`src/rtl/gb_bist_master.sv`:
```
// gb_bist_master
//   In-fabric ghostbus write/read-back self-test engine. Walks the address
//   window base_addr .. base_addr+count-1 (wrapping mod 2^AW), writes the
//   pattern seed+i, reads each word back, compares it under dmask and logs
//   mismatches.
//
// Ports
//   gb_clk, gb_arst_n   bus clock (rising edge), async active-low reset
//   start, abort        one-cycle control pulses (abort wins)
//   mode                0 write-only, 1 read-check, 2 write then read-check,
//                       3 behaves as 1
//   base_addr, count    address window
//   seed, dmask         pattern seed, compare mask (1 = bit checked)
//   busy, done, pass    run status; pass is meaningful while done=1
//   err_count           saturating mismatch counter
//   first_err_addr/data address and raw read data of the first mismatch
//   gb_addr, gb_wdata   bus address / write data (held between strobes)
//   gb_wen, gb_rstb     write / read strobes, never active together
//   gb_rdata            read data, valid RD_LAT cycles after gb_rstb
module gb_bist_master #(
    parameter int unsigned AW     = 24,
    parameter int unsigned DW     = 32,
    parameter int unsigned RD_LAT = 2,
    parameter int unsigned ECW    = 16
) (
    input  logic          gb_clk,
    input  logic          gb_arst_n,
    input  logic          start,
    input  logic          abort,
    input  logic [1:0]    mode,
    input  logic [AW-1:0] base_addr,
    input  logic [AW-1:0] count,
    input  logic [DW-1:0] seed,
    input  logic [DW-1:0] dmask,
    output logic          busy,
    output logic          done,
    output logic          pass,
    output logic [ECW-1:0] err_count,
    output logic [AW-1:0] first_err_addr,
    output logic [DW-1:0] first_err_data,
    output logic [AW-1:0] gb_addr,
    output logic [DW-1:0] gb_wdata,
    output logic          gb_wen,
    output logic          gb_rstb,
    input  logic [DW-1:0] gb_rdata
);

    localparam int unsigned WCW = (RD_LAT > 2) ? $clog2(RD_LAT) : 1;
    // WAIT lasts RD_LAT-1 cycles; the counter runs from RD_LAT-2 down to 0.
    localparam logic [WCW-1:0] WAIT_LOAD = WCW'((RD_LAT > 1) ? RD_LAT - 2 : 0);
    localparam logic [WCW-1:0] W_ONE     = WCW'(1);
    localparam logic [AW-1:0]  A_ONE     = AW'(1);
    localparam logic [DW-1:0]  D_ONE     = DW'(1);
    localparam logic [ECW-1:0] E_ONE     = ECW'(1);

    typedef enum logic [2:0] {
        S_IDLE,
        S_WR,
        S_RD,
        S_WAIT,
        S_CHK,
        S_DONE
    } state_t;

    state_t         state;
    logic [1:0]     rst_sync;
    logic           rst_n_int;
    logic           r_read;
    logic [AW-1:0]  r_base;
    logic [AW-1:0]  r_count;
    logic [DW-1:0]  r_seed;
    logic [DW-1:0]  r_dmask;
    logic [AW-1:0]  idx;
    logic [WCW-1:0] wait_cnt;

    logic           last_word;
    logic [AW-1:0]  cur_addr;
    logic [AW-1:0]  next_addr;
    logic [DW-1:0]  cur_pat;
    logic [DW-1:0]  next_pat;
    logic           mismatch;
    logic [ECW-1:0] err_next;

    // Reset asserts asynchronously and releases on a clock edge.
    always_ff @(posedge gb_clk or negedge gb_arst_n) begin
        if (!gb_arst_n) begin
            rst_sync <= '0;
        end else begin
            rst_sync <= {rst_sync[0], 1'b1};
        end
    end

    assign rst_n_int = rst_sync[1];

    always_comb begin
        last_word = (idx == (r_count - A_ONE));
        cur_addr  = r_base + idx;
        next_addr = cur_addr + A_ONE;
        cur_pat   = r_seed + DW'(idx);
        next_pat  = cur_pat + D_ONE;
        mismatch  = ((gb_rdata ^ cur_pat) & r_dmask) != '0;
        err_next  = err_count;
        if (mismatch && (err_count != '1)) begin
            err_next = err_count + E_ONE;
        end
    end

    always_ff @(posedge gb_clk or negedge rst_n_int) begin
        if (!rst_n_int) begin
            state          <= S_IDLE;
            busy           <= 1'b0;
            done           <= 1'b0;
            pass           <= 1'b0;
            err_count      <= '0;
            first_err_addr <= '0;
            first_err_data <= '0;
            gb_addr        <= '0;
            gb_wdata       <= '0;
            gb_wen         <= 1'b0;
            gb_rstb        <= 1'b0;
            r_read         <= 1'b0;
            r_base         <= '0;
            r_count        <= '0;
            r_seed         <= '0;
            r_dmask        <= '0;
            idx            <= '0;
            wait_cnt       <= '0;
        end else if (abort && busy) begin
            // Cancel: strobes drop, status cleared, error log retained.
            state   <= S_IDLE;
            busy    <= 1'b0;
            done    <= 1'b0;
            pass    <= 1'b0;
            gb_wen  <= 1'b0;
            gb_rstb <= 1'b0;
        end else begin
            case (state)
                S_IDLE: begin
                    if (start && !abort) begin
                        err_count      <= '0;
                        first_err_addr <= '0;
                        first_err_data <= '0;
                        done           <= 1'b0;
                        pass           <= 1'b0;
                        r_read         <= (mode != 2'd0);
                        r_base         <= base_addr;
                        r_count        <= count;
                        r_seed         <= seed;
                        r_dmask        <= dmask;
                        idx            <= '0;
                        if (count == '0) begin
                            state <= S_DONE;
                            done  <= 1'b1;
                            pass  <= 1'b1;
                        end else if ((mode == 2'd0) || (mode == 2'd2)) begin
                            state    <= S_WR;
                            busy     <= 1'b1;
                            gb_wen   <= 1'b1;
                            gb_addr  <= base_addr;
                            gb_wdata <= seed;
                        end else begin
                            state   <= S_RD;
                            busy    <= 1'b1;
                            gb_rstb <= 1'b1;
                            gb_addr <= base_addr;
                        end
                    end
                end

                S_WR: begin
                    if (last_word) begin
                        gb_wen <= 1'b0;
                        idx    <= '0;
                        if (r_read) begin
                            state   <= S_RD;
                            gb_rstb <= 1'b1;
                            gb_addr <= r_base;
                        end else begin
                            state <= S_DONE;
                            busy  <= 1'b0;
                            done  <= 1'b1;
                            pass  <= (err_count == '0);
                        end
                    end else begin
                        idx      <= idx + A_ONE;
                        gb_addr  <= next_addr;
                        gb_wdata <= next_pat;
                    end
                end

                S_RD: begin
                    gb_rstb <= 1'b0;
                    if (RD_LAT > 1) begin
                        state    <= S_WAIT;
                        wait_cnt <= WAIT_LOAD;
                    end else begin
                        state <= S_CHK;
                    end
                end

                S_WAIT: begin
                    if (wait_cnt == '0) begin
                        state <= S_CHK;
                    end else begin
                        wait_cnt <= wait_cnt - W_ONE;
                    end
                end

                S_CHK: begin
                    err_count <= err_next;
                    if (mismatch && (err_count == '0)) begin
                        first_err_addr <= cur_addr;
                        first_err_data <= gb_rdata;
                    end
                    if (last_word) begin
                        state <= S_DONE;
                        busy  <= 1'b0;
                        done  <= 1'b1;
                        // Use the post-update count so a miss on the last word is seen.
                        pass  <= (err_next == '0);
                    end else begin
                        idx     <= idx + A_ONE;
                        state   <= S_RD;
                        gb_rstb <= 1'b1;
                        gb_addr <= next_addr;
                    end
                end

                S_DONE: begin
                    state <= S_IDLE;
                end

                default: begin
                    state <= S_IDLE;
                end
            endcase
        end
    end

endmodule

```
`config.mk`:
```
export PLATFORM = sky130hd
export DESIGN_NAME = gb_bist_master
export DESIGN_NICKNAME = d
export VERILOG_FILES = /design/src/rtl/gb_bist_master.sv
export SDC_FILE = /design/constraint.sdc
export NUM_CORES = 1
export LEC_CHECK = 0
export ABC_AREA = 1
export BUFFER_PORTS_ARGS = -buffer_cell sky130_fd_sc_hd__buf_2
export CORE_MARGIN = 2
export CORE_UTILIZATION = 25
export DETAILED_ROUTE_END_ITERATION = 10
export GPL_TIMING_DRIVEN = 0
export PLACE_DENSITY_LB_ADDON = 0.3
export SYNTH_ARGS = -nofsm -noshare
export SYNTH_HDL_FRONTEND = slang
export SYNTH_SLANG_ARGS = --single-unit
```
`constraint.sdc`:
```
create_clock -name gb_clk -period 7.65 [get_ports gb_clk]
set_clock_uncertainty 0.15 [all_clocks]
set_input_delay 1.53 -clock gb_clk [delete_from_list [all_inputs] [get_ports gb_clk]]
set_output_delay 1.53 -clock gb_clk [all_outputs]
set_load 0.01 [all_outputs]
```
---- Word level (Yosys, flattened, before mapping) ----
Cells that the tools add are included.
word-level totals
  output and inout port bits .............. 133
  word-level logic and storage cells ...... 152
  bits in read-only memories .............. 0
  memories ................................ 0
  input port bits ......................... 150
  register bits ........................... 276
  latch bits .............................. 0
  RAM bits ................................ 0
operators by class
  div/mod/pow operators ................... 0
  mux-type cells .......................... 66
  $mul .................................... 0
  equal/unequal tests ..................... 24
  shifts and indexed selects .............. 0
  $add $sub $neg .......................... 8
  bitwise gates (word level) .............. 3
  magnitude comparators ................... 0
  reduce and logical (&&, ||, !) cells .... 32
operator list
  cell                   count
  $mux 24                9
  $mux 32                6
  $pmux 24 s3            2
  $pmux 32 s2            2
  $add 24x1->24 const B  2
  $pmux 24 s2            1
  $ne 3x3->1 const B     11
  $add 32x1->32 const B  1
  $add 32x24->32         1
  $and 32x32->32         1
  $logic_not 16->1       2
  $mux 16                2
  $pmux 16 s2            1
  $reduce_bool 32->1     1
  $xor 32x32->32         1
  $mux 1                 28
  $add 24x24->24         1
  $eq 24x24->1           1
  $logic_not 24->1       1
  $sub 24x1->24 const B  1
  $mux 3                 7
  $reduce_and 6->1       3
  $add 16x1->16 const B  1
  $ne 16x16->1 const B   1
  other kinds (26)       46

---- Logic depth before layout (Yosys ltp) ----
Gate-level depths: netlist (run 1).
  depth after elaboration ................. 10
  mapped depth ............................ 30
  mapped depth without buffers ............ 30

---- Least setup slack after synthesis (run 1) ----
Ideal clock, no wire load.
  path type ............................... reg-to-reg
  start point ............................. reg idx[0]
  end point ............................... reg gb_wdata[31]
  stages on the path, launching flop included .. 23
  period minus slack after synthesis ...... 3.391 ns
  data arrival time ....................... 3.118 ns
  buffers on the path ..................... 0
  slack ................................... 4.259 ns
  library setup time ...................... 0.123 ns
  required time ........................... 7.377 ns
  cells stage by stage .................... dfrtp_1 -> ha_1 -> inv_1 -> fa_1 -> inv_1 -> nand2_1 -> a21oi_1 -> nand2_1 -> nand2_2 -> nand3_1 -> nor2_2 -> nand4_2 -> nor2_4 -> nand2_2 -> nor2_4 -> nand3_2 -> nor3_4 -> nand2_2 -> nor2_2 -> nand3_1 -> xor2_1 -> nor2_1 -> o21ai_1
between the ends
  cells in the longest elaborated chain, start to end .. 4
  elaborated cells on any way between the ends .. 7
  classes of those cells .................. 2 x add/sub; 2 x eq/ne; 2 x mux; 1 x reduce/logical
ends and longest elaborated chain
  element                 RTL line  text
  from (decl)             73        logic [AW-1:0] idx;
  from (signal assigned)  185       idx <= idx + A_ONE;
  from (signal assigned)  222       idx <= idx + A_ONE;
  $add 32x24->32          99        cur_pat = r_seed + DW'(idx);
  $add 32x1->32           100       next_pat = cur_pat + D_ONE;
  $mux 32                 171       if (last_word) begin
  $pmux 32 s2             137       case (state)
  to (signal assigned)    187       gb_wdata <= next_pat;
  to (decl)               42        output logic [DW-1:0] gb_wdata,
Several ways; a longest one is shown, not always the timed one. The select of a mux whose other input is x is not followed.
A chain may end at the register's enable or synchronous reset.

---- Worst setup path after layout (run 1) ----
  start point ............................. reg idx[0]
  end point ............................... reg first_err_data[25]
between the ends
  cells in the longest elaborated chain, start to end .. 7
ends and longest elaborated chain
  element                            RTL line  text
  $add 32x24->32                     99
  $xor 32x32->32                     101       mismatch = ((gb_rdata ^ cur_pat) & r_dmask) != '0;
  $and 32x32->32                     101
  $reduce_bool 32->1                 101
  $logic_and 1x1->1                  211       if (mismatch && (err_count == '0)) begin
  $ne 2x2->1 (no source line)        n/a
  $reduce_and 4->1 (no source line)  n/a
  to (signal assigned)               213       first_err_data <= gb_rdata;
  to (decl)                          40        output logic [DW-1:0] first_err_data,
No other way between the ends.

==> flow_summary.rst, run 1 <==
.. list-table::
   :header-rows: 1

   * - Metric
     - Value
   * - Outcome
     - completed
   * - Die Outline Area
     - 0.0775 mm^2
   * - Final total power
     - 8020 uW
   * - Cell with the most instances after synthesis
     - sky130_fd_sc_hd__nand2_1
   * - Cell leakage power
     - 0.0117 uW
   * - Pre-CTS setup slack
     - 2510 ps
   * - Top FF cell, synth
     - sky130_fd_sc_hd__dfrtp_1
   * - Clock tree from TritonCTS
     - yes
   * - Unrepaired setup endpoints after global routing
     - false
   * - Non-filler cells in the finished layout
     - just over 4k
   * - Count of unresolved DRC violations after routing
     - 0
   * - Nets in the synthesized netlist
     - just under 3k
   * - Proportion of netlist area held by the largest area contributor
     - 36.6%
   * - I/O Buffers
     - 282
   * - Sum of negative setup slack
     - 0 ps
   * - Fraction of final layout cells sized beyond drive strength 1
     - 17.3%
   * - Worst setup EP type
     - register
   * - PnR worst setup slack
     - about 2600 ps
   * - Worst-Skew Late Latency
     - ~560 ps
   * - Num rows
     - 100
   * - RePlAce Congestion
     - between 0.9 and 1
   * - Die boundary height
     - 278 um
   * - Total track usage
     - between 15 and 20%
   * - Mapped Area
     - 0.0188 mm^2
   * - Switching power
     - 3770 uW
   * - Max FO, Critical Path
     - 10
   * - #FFs+latches synth
     - 275
   * - IR drop worst, VDD
     - 0.138 mV
   * - Path category of the worst min-delay check
     - register to register
   * - Cell types with the highest counts after synthesis
     - sky130_fd_sc_hd__nand2_1 (856), sky130_fd_sc_hd__inv_1 (379), sky130_fd_sc_hd__dfrtp_1 (275), sky130_fd_sc_hd__nand3_1 (212), sky130_fd_sc_hd__nor2_1 (179)
   * - Via count of the first global-routing pass
     - 18.4k
   * - Net count, final
     - roughly 3.2k
   * - FFs w/ async S/R, synth
     - 100%
   * - Routed length per placed instance
     - between 15 and 20 um
   * - Launch point of the worst reg-to-reg path
     - idx[0]$_DFFE_PN0P_
   * - Register area share after synthesis
     - between 30% and 40%
   * - IO Pins
     - ~280
   * - Horizontal die dimension
     - roughly 280 um
   * - Detailed placement HPWL
     - 61,200 um
   * - Achievable Freq
     - 0.196 GHz
   * - Vias after detailed routing
     - roughly 19k
   * - Routed wire length
     - about 75,000 um
   * - R2r setup slk
     - 2560 ps
   * - First-iteration detailed-routing DRC count
     - 1,230
   * - Post-synth cell types
     - 60
   * - Total count of hold-check failures in the final report
     - 0
   * - Sort of element at the start of the critical path
     - register
   * - Start point of the worst hold path
     - rst_sync[0]$_DFF_PN0_
   * - Dominant cells by area after synthesis
     - sky130_fd_sc_hd__dfrtp_1 (37%), sky130_fd_sc_hd__nand2_1 (17%), sky130_fd_sc_hd__inv_1 (7.6%)
   * - Library cell with the largest summed area after synthesis
     - sky130_fd_sc_hd__dfrtp_1
   * - Final core utilization
     - 30.6%
   * - GR Overflow Total
     - 0
   * - Total of warnings raised by yosys
     - 0
   * - Internal power
     - roughly 4300 uW
   * - Clock transition at path regs
     - 60 ps
   * - Number of sinks driven by the clock tree
     - between 200 and 300
   * - Slew of the pin with the lowest slew margin
     - 1260 ps
   * - Number of H-tree levels
     - 2
   * - Timing startpoint of the critical path
     - idx[0]$_DFFE_PN0P_
   * - Share of power burned in combinational logic
     - 48.3%
   * - Type of the worst setup path
     - register to register
   * - Number of cells upsized or downsized after cts
     - 0
   * - Starting density of the core
     - 25.3%
   * - Number of buffers created by CTS
     - 38
   * - Average cell area after synthesis
     - 6.94 um^2
   * - Required time of the critical path
     - about 7900 ps
   * - Post-route clock period utilization
     - about two thirds
   * - Count of flip-flops with a built-in enable after synthesis
     - 0
   * - Arrival @ worst endpoint
     - 5370 ps
   * - PD cells
     - 352 mW/mm^2
   * - Final Max Slew Viols
     - 0
   * - Count of mapped cells out of synthesis
     - 2,711
   * - CORE AREA
     - about 0.074 mm^2
   * - Pin count of the biggest net entering global routing
     - 63
   * - Clock root buffer master
     - sky130_fd_sc_hd__clkbuf_16
   * - First-pass GRT wire length
     - 113,000 um
   * - Area growth from synthesis to layout
     - 20.9%
   * - Antenna violations before repair
     - 15
   * - Switch share
     - 47.0%
   * - Buffers inserted by post-CTS timing repair
     - 0
   * - Clk pwr share
     - roughly 22%
   * - Number of violations of the max-capacitance limit
     - 0
   * - Placed Cells incl. Taps
     - 3,966
   * - Hold buffer count at CTS
     - 0
   * - Clock buffer depth
     - 3
   * - Drt first pass iters
     - 5
   * - Setup Viol. Count Final
     - 0
   * - Detailed-route vias per instance
     - about 4.6
   * - Time the final worst path needs with I/O delays and setup
     - approximately 5000 ps
   * - Power share of the sequential group
     - 29.8%
   * - Antenna-violating nets left
     - 0
   * - Normalized max-slew margin
     - 15.7%
## worst paths after layout
path | to | depth (start not counted)
setup reg to reg | first_err_data[25]$_DFFE_PN0P_ | 24
hold / removal | rst_sync[1]$_DFF_PN0_ | 0
hold reg to reg | rst_sync[1]$_DFF_PN0_ | 0
min in group asynchronous | first_err_data[25]$_DFFE_PN0P_ | 0
max in group asynchronous | r_seed[2]$_DFFE_PN0P_ | 2
setup / recovery | first_err_data[25]$_DFFE_PN0P_ | 24
## cells in the final DEF, fill, tap and decap left out, drive strengths merged, types with 2 or more instances in the layout
| cell | count |
|---|---|
| nand4 | 34 |
| nor3b | 5 |
| o31ai | 3 |
| o21a | 3 |
| a21oi | 95 |
| or2 | 10 |
| buf | 315 |
| clkinv | 10 |
| nand2 | 900 |
| nand3 | 224 |
| and2 | 4 |
| a21o | 4 |
| a32o | 3 |
| clkbuf | 90 |
| o21ai | 138 |
| nor3 | 53 |
| a2bb2oi | 2 |
| o211ai | 5 |
| nor2 | 209 |
| nand3b | 3 |
| xnor2 | 27 |
| dfrtp | 275 |
| fa | 2 |
| o22ai | 60 |
| xor2 | 81 |
| a31oi | 18 |
| inv | 405 |
| ha | 53 |
| diode | 4 |
| nor4 | 20 |
| o21bai | 2 |
## sequential cells by signal, summed over array words and instances (netlist names), 16 cells and up
register,count
first_err_data,32
gb_wdata,32
r_dmask,32
r_seed,32
first_err_addr,24
gb_addr,24
idx,24
r_base,24
r_count,24
err_count,16
## power groups by stage
stage / logic (uW) / registers (uW) / clock network (uW)
after floorplan: 2430 / 2420 / 0
after global placement: 3860 / 2430 / 0
after detailed placement: 3910 / 2410 / 0
after CTS: 3920 / 2390 / 1790
after global routing: 4350 / 2460 / 1850
final: 3870 / 2390 / 1750
## cell type report
type	instances	area (um^2)
Antenna cell	4	10.0
Buffer	65	290
Clock buffer	54	1100
Clock inverter	12	91.3
Fill cell	8247	51700
Inverter	405	1520
Multi-Input combinational cell	1966	10100
Sequential cell	275	6890
Tap cell	969	1210
Timing Repair Buffer	286	1520
## worst max-delay path, cell delays in order, from the launching register on
cell and delay (ps):
sky130_fd_sc_hd__dfrtp_1 630, sky130_fd_sc_hd__ha_1 290, sky130_fd_sc_hd__inv_1 70, sky130_fd_sc_hd__fa_1 410, sky130_fd_sc_hd__inv_1 130, sky130_fd_sc_hd__nand2_1 130, sky130_fd_sc_hd__a21oi_1 280, sky130_fd_sc_hd__nand2_1 140
sky130_fd_sc_hd__nand3_2 150, sky130_fd_sc_hd__nand2_2 80, sky130_fd_sc_hd__nand2_2 60, sky130_fd_sc_hd__nand2_2 60, sky130_fd_sc_hd__nand2_2 140, sky130_fd_sc_hd__nand2_1 70, sky130_fd_sc_hd__nand3_1 70, sky130_fd_sc_hd__nand2_1 50
sky130_fd_sc_hd__nor2_1 290, sky130_fd_sc_hd__nand3_2 200, sky130_fd_sc_hd__inv_1 110, sky130_fd_sc_hd__nand2_2 140, sky130_fd_sc_hd__nand2_1 160, sky130_fd_sc_hd__a21oi_4 140, sky130_fd_sc_hd__nand2_2 380, sky130_fd_sc_hd__buf_2 490
sky130_fd_sc_hd__o22ai_2 110
## layer usage
metal | GRT usage (%) | routed length (um) | up-vias | share of wire, %
li1 | - | - | 9333 | -
met2 | 34.4 | 37600 | 438 | 50
met4 | 5.70 | 1950 | 18 | 2.6
met1 | 23.5 | 31900 | 8688 | 42
met5 | 0 | 87 | - | 0.12
met3 | 3.41 | 3720 | 119 | 4.9
## kinds of logic (layout without fill, tap and decap cells)
family,Yosys count,after routing,synth area share (%)
XOR/XNOR,108,108,5.07
flip-flops,275,275,36.6
buffers and inverters,470,822,9.62
adder cells (fa/ha/maj),55,55,3.74
other,1,5,0.0199
AO/OA/AOI/OAI,340,340,11.0
AND/OR/NAND/NOR,1462,1462,34.0
## stage by stage
step                      cell area, um^2  hold WS (ps)
after CTS                           22700           212
after floorplan                     18800           181
after global placement              21400           184
after global routing                22800           225
final                               22800           207
after detailed placement            21600           199
Note: power is estimated with default switching activity, not from simulation.
==> inputs of run 2 (changes only) <==
--- a/config.mk
+++ b/config.mk
@@ -5,7 +5,7 @@
 export SDC_FILE = /design/constraint.sdc
 export NUM_CORES = 1
 export LEC_CHECK = 0
-export ABC_AREA = 1
+export ABC_AREA = 0
 export BUFFER_PORTS_ARGS = -buffer_cell sky130_fd_sc_hd__buf_2
 export CORE_MARGIN = 2
 export CORE_UTILIZATION = 25
==> constraint.sdc (replaced) <==
create_clock -name gb_clk -period 5.1 [get_ports gb_clk]
set_clock_uncertainty 0.15 [all_clocks]
set_input_delay 1.02 -clock gb_clk [delete_from_list [all_inputs] [get_ports gb_clk]]
set_output_delay 1.02 -clock gb_clk [all_outputs]
set_load 0.01 [all_outputs]
==> run 2 against run 1 <==
Against the previous run: register-to-register slack worse by 2400 ps; setup slack worse by 2400 ps; clock power is 46% higher; critical path type unchanged; cell count is 19% lower; sequential share of layout area is 0.37 points higher; synthesized cell count is 28% lower; critical path depth is 8 lower; largest power group is now the clock network; sequential cell count stayed put; maximum frequency is 2.8% higher; die area is 4.3% lower; total power is 39% lower.
==> flow_summary.rst, run 2 <==
.. list-table::
   :header-rows: 1

   * - Metric
     - Value
   * - Met2 layer wire length in the routed design
     - 33,100 um (-12%)
   * - Clock root buffer master
     - sky130_fd_sc_hd__clkbuf_16
   * - Dominant cells by area after synthesis
     - sky130_fd_sc_hd__dfrtp_1 (38%), sky130_fd_sc_hd__mux2_2 (8.2%), sky130_fd_sc_hd__xnor2_1 (4.2%)
   * - Average cell area after synthesis
     - 9.16 um^2 (+32%)
   * - Final total power
     - 4900 uW (-39%)
   * - Clock tree from TritonCTS
     - yes
   * - Commonest cells after routing, fill and taps aside
     - sky130_fd_sc_hd__buf_2 (296), sky130_fd_sc_hd__dfrtp_1 (253), sky130_fd_sc_hd__nand2_1 (189)
   * - I/O Buffers
     - 282 (unchanged)
   * - Number of violations of the max-capacitance limit
     - 0 (unchanged)
   * - Slew of the pin with the lowest slew margin
     - 1060 ps (-201 ps)
   * - Cell leakage power
     - 0.0103 uW (-11%)
   * - Routed wire length
     - 71,500 um (-5.0%)
   * - Fill cell count
     - 7,517 (-8.9%)
   * - Cells along the critical path
     - ha_1 -> buf_2 -> nor2_1 -> a211oi_4 -> or4_1 -> a31oi_1 -> xor2_1 -> a31oi_1 -> o211ai_1 -> a2111oi_2 -> nand4_1 -> buf_4 -> o21ai_2 -> or4b_2 -> a22o_1 -> o41ai_2
   * - Fraction of final layout cells sized beyond drive strength 1
     - 28.2% (+11 points)
   * - IR drop worst, VDD
     - 0.222 mV (+61%)
   * - Antenna violations before repair
     - 7 (-8)
   * - FFs w/ async S/R, synth
     - 100% (unchanged)
   * - Clock transition at path regs
     - 60 ps (about the same)
   * - Max FO, Critical Path
     - 7 (-3)
   * - Sort of element at the start of the critical path
     - register
   * - Die Outline Area
     - 0.0742 mm^2 (-4.3%)
   * - Internal power
     - 3710 uW (-13%)
   * - Switching power
     - 1190 uW (-68%)
   * - Count of mapped cells out of synthesis
     - 1,964 (-28%)
   * - Share of power burned in combinational logic
     - 3.3% (-45 points)
   * - Die boundary height
     - 272 um (-2.2%)
   * - PD cells
     - 217 mW/mm^2 (-38%)
   * - GR Overflow Total
     - 0 (unchanged)
   * - Drt first pass iters
     - 6 (+1)
   * - Setup Viol. Count Final
     - 0 (unchanged)
   * - Post-route worst hold slack
     - 95.1 ps (-112 ps)
   * - Cell type of the slowest stage on the worst timing path
     - sky130_fd_sc_hd__or4b_2
   * - PnR worst setup slack
     - 144 ps (-2410 ps)
   * - Nets in the synthesized netlist
     - 2,169 (-26%)
   * - RePlAce Congestion
     - 0.922 (-1.7%)
   * - Total track usage
     - 18.8% (-0.48 points)
   * - CP peak stage delay
     - 680 ps (+50 ps)
   * - Count of flip-flops with a built-in enable after synthesis
     - 0 (unchanged)
   * - Clock buffer depth
     - 3 (unchanged)
   * - Number of sinks driven by the clock tree
     - 275 (unchanged)
   * - Total count of hold-check failures in the final report
     - 0 (unchanged)
   * - Register area share after synthesis
     - 38.2% (+1.7 points)
   * - Antenna-violating nets left
     - 0 (unchanged)
   * - Worst-Skew Late Latency
     - 580 ps (+20 ps)
   * - Post-route clock period utilization
     - 97.2% (+31 points)
   * - Cell types with the highest counts after synthesis
     - sky130_fd_sc_hd__dfrtp_1 (275), sky130_fd_sc_hd__nand2_1 (191), sky130_fd_sc_hd__nor2_1 (162), sky130_fd_sc_hd__mux2_2 (131), sky130_fd_sc_hd__a21oi_1 (124)
   * - Non-Filler Cell Area, Final
     - 0.0226 mm^2 (-0.85%)
   * - Final core utilization
     - 31.6% (+1.1 points)
   * - First-iteration detailed-routing DRC count
     - 1,301 (+5.8%)
   * - Top FF cell, synth
     - sky130_fd_sc_hd__dfrtp_1
   * - Unrepaired setup endpoints after global routing
     - true
   * - Path category of the worst min-delay check
     - primary input to async pin
   * - Num rows
     - 98 (-2.0%)
   * - Worst setup EP type
     - register
   * - Detailed placement HPWL
     - 56,900 um (-7.1%)
   * - Horizontal die dimension
     - 272 um (-2.2%)
   * - Type of the worst setup path
     - register to register
   * - Pre-CTS setup slack
     - -1170 ps (-3680 ps)
   * - Outcome
     - completed
   * - Time the final worst path needs with I/O delays and setup
     - 4960 ps (-137 ps)
   * - Power share of the sequential group
     - 44.7% (+15 points)
   * - Post-DP Area
     - 0.0207 mm^2 (-3.8%)
   * - Detailed-route vias per instance
     - 5.04 (+9.4%)
   * - Starting density of the core
     - 25.2% (-0.051 points)
   * - Mapped Area
     - 0.0180 mm^2 (-4.3%)
   * - Proportion of netlist area held by the largest area contributor
     - 38.2% (+1.7 points)
   * - Total of warnings raised by yosys
     - 0 (unchanged)
   * - Number of H-tree levels
     - 2 (unchanged)
   * - Vias after detailed routing
     - 16.6k (-11%)
   * - Library cell appearing most often on the critical path
     - sky130_fd_sc_hd__a31oi_1
   * - #FFs+latches synth
     - 275 (unchanged)
   * - Cell with the most instances after synthesis
     - sky130_fd_sc_hd__dfrtp_1
   * - First-pass GRT wire length
     - 106,000 um (-6.8%)
   * - Normalized max-slew margin
     - 29.1% (+13 points)
   * - CORE AREA
     - 0.0714 mm^2 (-4.1%)
   * - Leading cell type in the layout, fill and taps excluded
     - sky130_fd_sc_hd__buf_2
   * - Count of unresolved DRC violations after routing
     - 0 (unchanged)
   * - Area growth from synthesis to layout
     - 25.4%
   * - Arrival @ worst endpoint
     - 5250 ps (-120 ps)
   * - IO Pins
     - 283 (unchanged)
   * - Required time of the critical path
     - 5390 ps (-2530 ps)
   * - Clk pwr share
     - 52.0% (+30 points)
   * - Library cell with the largest summed area after synthesis
     - sky130_fd_sc_hd__dfrtp_1
   * - Switch share
     - 24.3% (-23 points)
   * - Post-synth cell types
     - 88 (+47%)
   * - Number of buffers created by CTS
     - 36 (-5.3%)
   * - DR WL met3
     - 3940 um (+6.0%)
   * - Achievable Freq
     - 0.202 GHz (+2.8%)
   * - Via count of the first global-routing pass
     - 16.5k (-10%)
   * - Net count, final
     - 2,516 (-22%)
   * - Uppermost routed layer
     - met5
   * - Final Max Slew Viols
     - 0 (unchanged)
   * - WL met1
     - 32,400 um (+1.4%)
   * - Pin count of the biggest net entering global routing
     - 70 (+11%)
   * - Routed length per placed instance
     - 21.8 um (+17%)
run 2: kinds of logic after synthesis:
kind of cell | synth area share (%)
simple gates | 18.5
compound gates | 15.5
flops | 38.2
mux | 11.4
buf+inv | 4.07
xor+xnor | 8.40
fa+ha+maj | 3.91
other cells | 0.0208
run 2: final timing paths:
kind	cells after the start	from	slack (ps)	to
min in group gb_clk	0	rst_sync[0]$_DFF_PN0_	200	rst_sync[1]$_DFF_PN0_
worst min-delay path	1	gb_arst_n	100	rst_sync[1]$_DFF_PN0_
worst min register to register	0	rst_sync[0]$_DFF_PN0_	200	rst_sync[1]$_DFF_PN0_
worst max register to register	16	idx[3]$_DFFE_PN0P_	140	pass$_DFFE_PN0P_
max in group asynchronous	2	rst_sync[1]$_DFF_PN0_	3370	first_err_data[6]$_DFFE_PN0P_
worst max-delay path	16	idx[3]$_DFFE_PN0P_	140	pass$_DFFE_PN0P_
run 2: cell type report:
type | instances | area (um^2) | share of cell area [%]
Antenna cell | 2 | 5.00 | 0.0222
Buffer | 97 | 463 | 2.05
Clock buffer | 45 | 975 | 4.32
Clock inverter | 17 | 181 | 0.804
Inverter | 75 | 282 | 1.25
Multi-Input combinational cell | 1513 | 10800 | 48.0
Sequential cell | 275 | 6910 | 30.6
Tap cell | 950 | 1190 | 5.27
Timing Repair Buffer | 313 | 1740 | 7.70
run 2: layer usage:
layer  vias up  track usage (%)
li1       7770                -
met1      8221             25.4
met2       479             30.4
met3        98             3.24
met4         6             5.87
met5         -                0
run 2: what timing repair did:
| item | 4_1_cts | 5_1_grt |
|---|---|---|
| hold buffers | 0 | 0 |
| setup buffers | 11 | 15 |
| gates resized for setup | 51 | 80 |
| pin swaps | 6 | 18 |
| setup endpoints to repair | 102 | 100 |
run 2: metrics by stage:
step	std cells	setup TNS [ps]
after floorplan	1964	0
after global routing	3287	-11.4
after CTS	3271	-178
after detailed placement	3201	-66940
final	3287	0
after global placement	3196	-473090
run 2: worst max-delay path, delay by kind of cell (launching register included):
family | cells | cell delay, ps
AND/OR/NAND/NOR | 4 | 1480
AO/OA/AOI/OAI | 8 | 1660
adder cells (fa/ha/maj) | 1 | 290
XOR/XNOR | 1 | 430
buffers and inverters | 2 | 330
flip-flops | 1 | 490
run 2: power groups by stage:
| stage | Combinational, uW | Sequential, uW | Clock, uW |
|---|---|---|---|
| finish | 161 | 2190 | 2550 |
| global route | 176 | 2190 | 2720 |
| CTS | 163 | 2190 | 2630 |
| detailed placement | 162 | 2230 | 0 |
| global placement | 113 | 2270 | 0 |
| floorplan | 15.3 | 2250 | 0 |
==> inputs of run 3 (changes only) <==
==> constraint.sdc (replaced) <==
create_clock -name gb_clk -period 4.2 [get_ports gb_clk]
set_clock_uncertainty 0.15 [all_clocks]
set_input_delay 0.84 -clock gb_clk [delete_from_list [all_inputs] [get_ports gb_clk]]
set_output_delay 0.84 -clock gb_clk [all_outputs]
set_load 0.01 [all_outputs]
==> run 3 against run 2 <==
Against the previous run: critical endpoint unchanged; highest routed layer unchanged; the flow now finishes with violations (negative setup slack); sequential cell count did not move; largest cell class unchanged; design area rose by 8.2%; via count rose by 4.2%.
==> flow_summary.rst, run 3 (same netlist as run 2, synthesis figures left out) <==
.. list-table::
   :header-rows: 1

   * - Metric
     - Value
   * - Outcome
     - finished, violations left
   * - Violated checks
     - negative setup slack
   * - Timing startpoint of the critical path
     - idx[0]$_DFFE_PN0P_
   * - Die Outline Area
     - 0.0742 mm^2 (unchanged)
   * - Fill cell count
     - 7,393 (-1.6%)
   * - Num rows
     - 98 (unchanged)
   * - GR Overflow Total
     - 0 (unchanged)
   * - Unrepaired setup endpoints after global routing
     - true
   * - Net count, final
     - 2,599 (+3.3%)
   * - Clock buffer depth
     - 3 (unchanged)
   * - Pin count of the biggest net entering global routing
     - 70 (unchanged)
   * - Time the final worst path needs with I/O delays and setup
     - 4580 ps (-377 ps)
   * - Required time of the critical path
     - 4510 ps (-880 ps)
   * - Number of violations of the max-capacitance limit
     - 0 (unchanged)
   * - IO Pins
     - 283 (unchanged)
   * - Antenna-violating nets left
     - 0 (unchanged)
   * - First-pass GRT wire length
     - 108,000 um (+2.2%)
   * - PD cells
     - 243 mW/mm^2 (+12%)
   * - R2r setup slk
     - -380 ps (-520 ps)
   * - Path category of the worst min-delay check
     - register to async pin
   * - RePlAce Congestion
     - 0.915 (-0.76%)
   * - Max FO, Critical Path
     - 6 (-1)
   * - Worst-Skew Late Latency
     - 570 ps (about the same)
   * - Number of sinks driven by the clock tree
     - 275 (unchanged)
   * - Sum of negative setup slack
     - -18,670 ps (-18,670 ps)
   * - Total count of hold-check failures in the final report
     - 0 (unchanged)
   * - Number of H-tree levels
     - 2 (unchanged)
   * - Launch point of the worst reg-to-reg path
     - idx[0]$_DFFE_PN0P_
   * - Final Max Slew Viols
     - 0 (unchanged)
   * - Die boundary height
     - 272 um (unchanged)
   * - IR drop worst, VDD
     - 0.177 mV (-21%)
   * - Type of the worst setup path
     - register to register
   * - Placed Cells incl. Taps
     - 3,201 (unchanged)
   * - Vias after detailed routing
     - 17.3k (+4.2%)
   * - Achievable Freq
     - 0.218 GHz (+8.2%)
   * - Normalized max-slew margin
     - 30.7% (+1.6 points)
   * - Horizontal die dimension
     - 272 um (unchanged)
   * - Switch share
     - 23.5% (-0.79 points)
   * - Share of power burned in combinational logic
     - 3.3% (about the same)
   * - Area growth from synthesis to layout
     - 35.6%
   * - Drt first pass iters
     - 9 (+3)
   * - Switching power
     - 1390 uW (+17%)
   * - Antenna violations before repair
     - 16 (+9)
   * - Internal power
     - 4540 uW (+22%)
   * - Cells along the critical path
     - ha_4 -> inv_2 -> fa_2 -> nand2b_4 -> a211oi_4 -> or4_4 -> a31oi_4 -> and4b_2 -> nor4bb_4 -> nand4_1 -> a2111oi_2 -> nand4_1 -> buf_6 -> buf_6 -> o21ai_4 -> buf_6 -> nor2_1 -> o31a_1 -> o41ai_2
   * - Post-DP Area
     - 0.0208 mm^2 (+0.26%)
   * - Commonest cells after routing, fill and taps aside
     - sky130_fd_sc_hd__buf_2 (288), sky130_fd_sc_hd__dfrtp_1 (248), sky130_fd_sc_hd__nand2_1 (186)
   * - Clock transition at path regs
     - 60 ps (about the same)
   * - Starting density of the core
     - 25.2% (unchanged)
   * - Total track usage
     - 19.1% (+0.31 points)
   * - Arrival @ worst endpoint
     - 4890 ps (-360 ps)
   * - Non-filler cells in the finished layout
     - 3,374 (+2.6%)
   * - Cell leakage power
     - 0.0111 uW (+7.8%)
   * - Non-Filler Cell Area, Final
     - 0.0244 mm^2 (+8.2%)
   * - Clock tree from TritonCTS
     - yes
   * - Buffers & Inverters on Critical Path
     - 4 (+2)
   * - Setup Viol. Count Final
     - 78 (+78)
   * - Slew of the pin with the lowest slew margin
     - 1030 ps (-30.2 ps)
   * - Routed wire length
     - 73,500 um (+2.7%)
   * - First-iteration detailed-routing DRC count
     - 1,507 (+16%)
   * - Fraction of final layout cells sized beyond drive strength 1
     - 35.6% (+7.3 points)
   * - Number of buffers created by CTS
     - 34 (-5.6%)
   * - Via count of the first global-routing pass
     - 16.9k (+2.3%)
   * - Detailed placement HPWL
     - 55,900 um (-1.7%)
   * - Worst setup EP type
     - register
   * - Post-route clock period utilization
     - 109% (+12 points)
   * - Detailed-route vias per instance
     - 5.12 (+1.5%)
   * - Cell type of the slowest stage on the worst timing path
     - sky130_fd_sc_hd__dfrtp_2
   * - Sort of element at the start of the critical path
     - register
   * - Crit path max-delay family
     - compound AO/OA/AOI/OAI gates
   * - PnR worst setup slack
     - -379 ps (-523 ps)
   * - Count of unresolved DRC violations after routing
     - 0 (unchanged)
   * - Library cell appearing most often on the critical path
     - sky130_fd_sc_hd__buf_6
   * - Final total power
     - 5940 uW (+21%)
   * - Clk pwr share
     - 52.0% (about the same)
   * - Leading cell type in the layout, fill and taps excluded
     - sky130_fd_sc_hd__buf_2
   * - Power share of the sequential group
     - 44.8% (about the same)
   * - CP peak stage delay
     - 420 ps (-260 ps)
   * - I/O Buffers
     - 282 (unchanged)
   * - Post-route worst hold slack
     - 129 ps (+34.2 ps)
   * - Routed length per placed instance
     - 21.8 um (about the same)
   * - Clock root buffer master
     - sky130_fd_sc_hd__clkbuf_16
   * - CORE AREA
     - 0.0714 mm^2 (unchanged)
==> run 3: changes by cell type in the layout (fill, tap and decap cells not counted), sizes merged <==
cell and change:
buf +88, inv -1, clkbuf -4, diode +4, clkinv -1, dlygate4sd3 +1, bufinv +2, bufbuf +2
clkinvlp -4
==> run 3: what timing repair did <==
| action | in CTS | in global routing |
|---|---|---|
| endpoints found under the hold margin | 2 | 0 |
| endpoints found under the setup margin | 153 | 153 |
| setup buffers | 84 | 30 |
| hold buffers | 1 | 0 |
| gates cloned | 6 | 0 |
| pin swaps | 65 | 50 |
| gates resized for setup | 269 | 98 |
==> run 3: power groups by stage <==
stage	clock network, uW	registers [uW]	logic [uW]
after floorplan	0	2740	18.5
after global placement	0	2750	132
after detailed placement	0	2710	196
after CTS	3170	2660	199
after global routing	3260	2660	212
final	3090	2660	194
==> run 3: area by class of cell <==
class	count	area, um^2	area share, %
diodes	6	15.0	0.0615
plain buffers	88	526	2.15
clock buffers	47	940	3.85
clock inverters	13	186	0.764
inverters	75	282	1.15
multi-input cells	1513	11700	48.1
flip-flops and latches	275	6920	28.3
well taps	950	1190	4.87
repair buffers	407	2610	10.7
==> run 3: layer usage <==
layer | up-vias | part of all wire [%] | global-route usage (%)
li1 | 7971 | - | -
met1 | 8619 | 44 | 24.9
met2 | 538 | 47 | 31.2
met3 | 123 | 6.5 | 4.48
met4 | 20 | 2.8 | 5.87
met5 | - | 0.16 | 0
==> run 3: final timing paths <==
kind / end / depth (start not counted)
max reg2reg: pass$_DFFE_PN0P_ / 19
min reg2reg: gb_addr[11]$_DFFE_PN0P_ / 0
min: gb_addr[11]$_DFFE_PN0P_ / 0
min in group gb_clk: rst_sync[1]$_DFF_PN0_ / 0
max in group asynchronous: r_seed[31]$_DFFE_PN0P_ / 3
max: pass$_DFFE_PN0P_ / 19
==> run 3: per-stage QoR <==
step | worst slack [ps] | utilization (%)
floorplan | 9.60 | -
global placement | -1920 | 28.9
detailed placement | -2070 | 29.1
CTS | -381 | 33.4
global route | -552 | 34.2
finish | -379 | 34.2
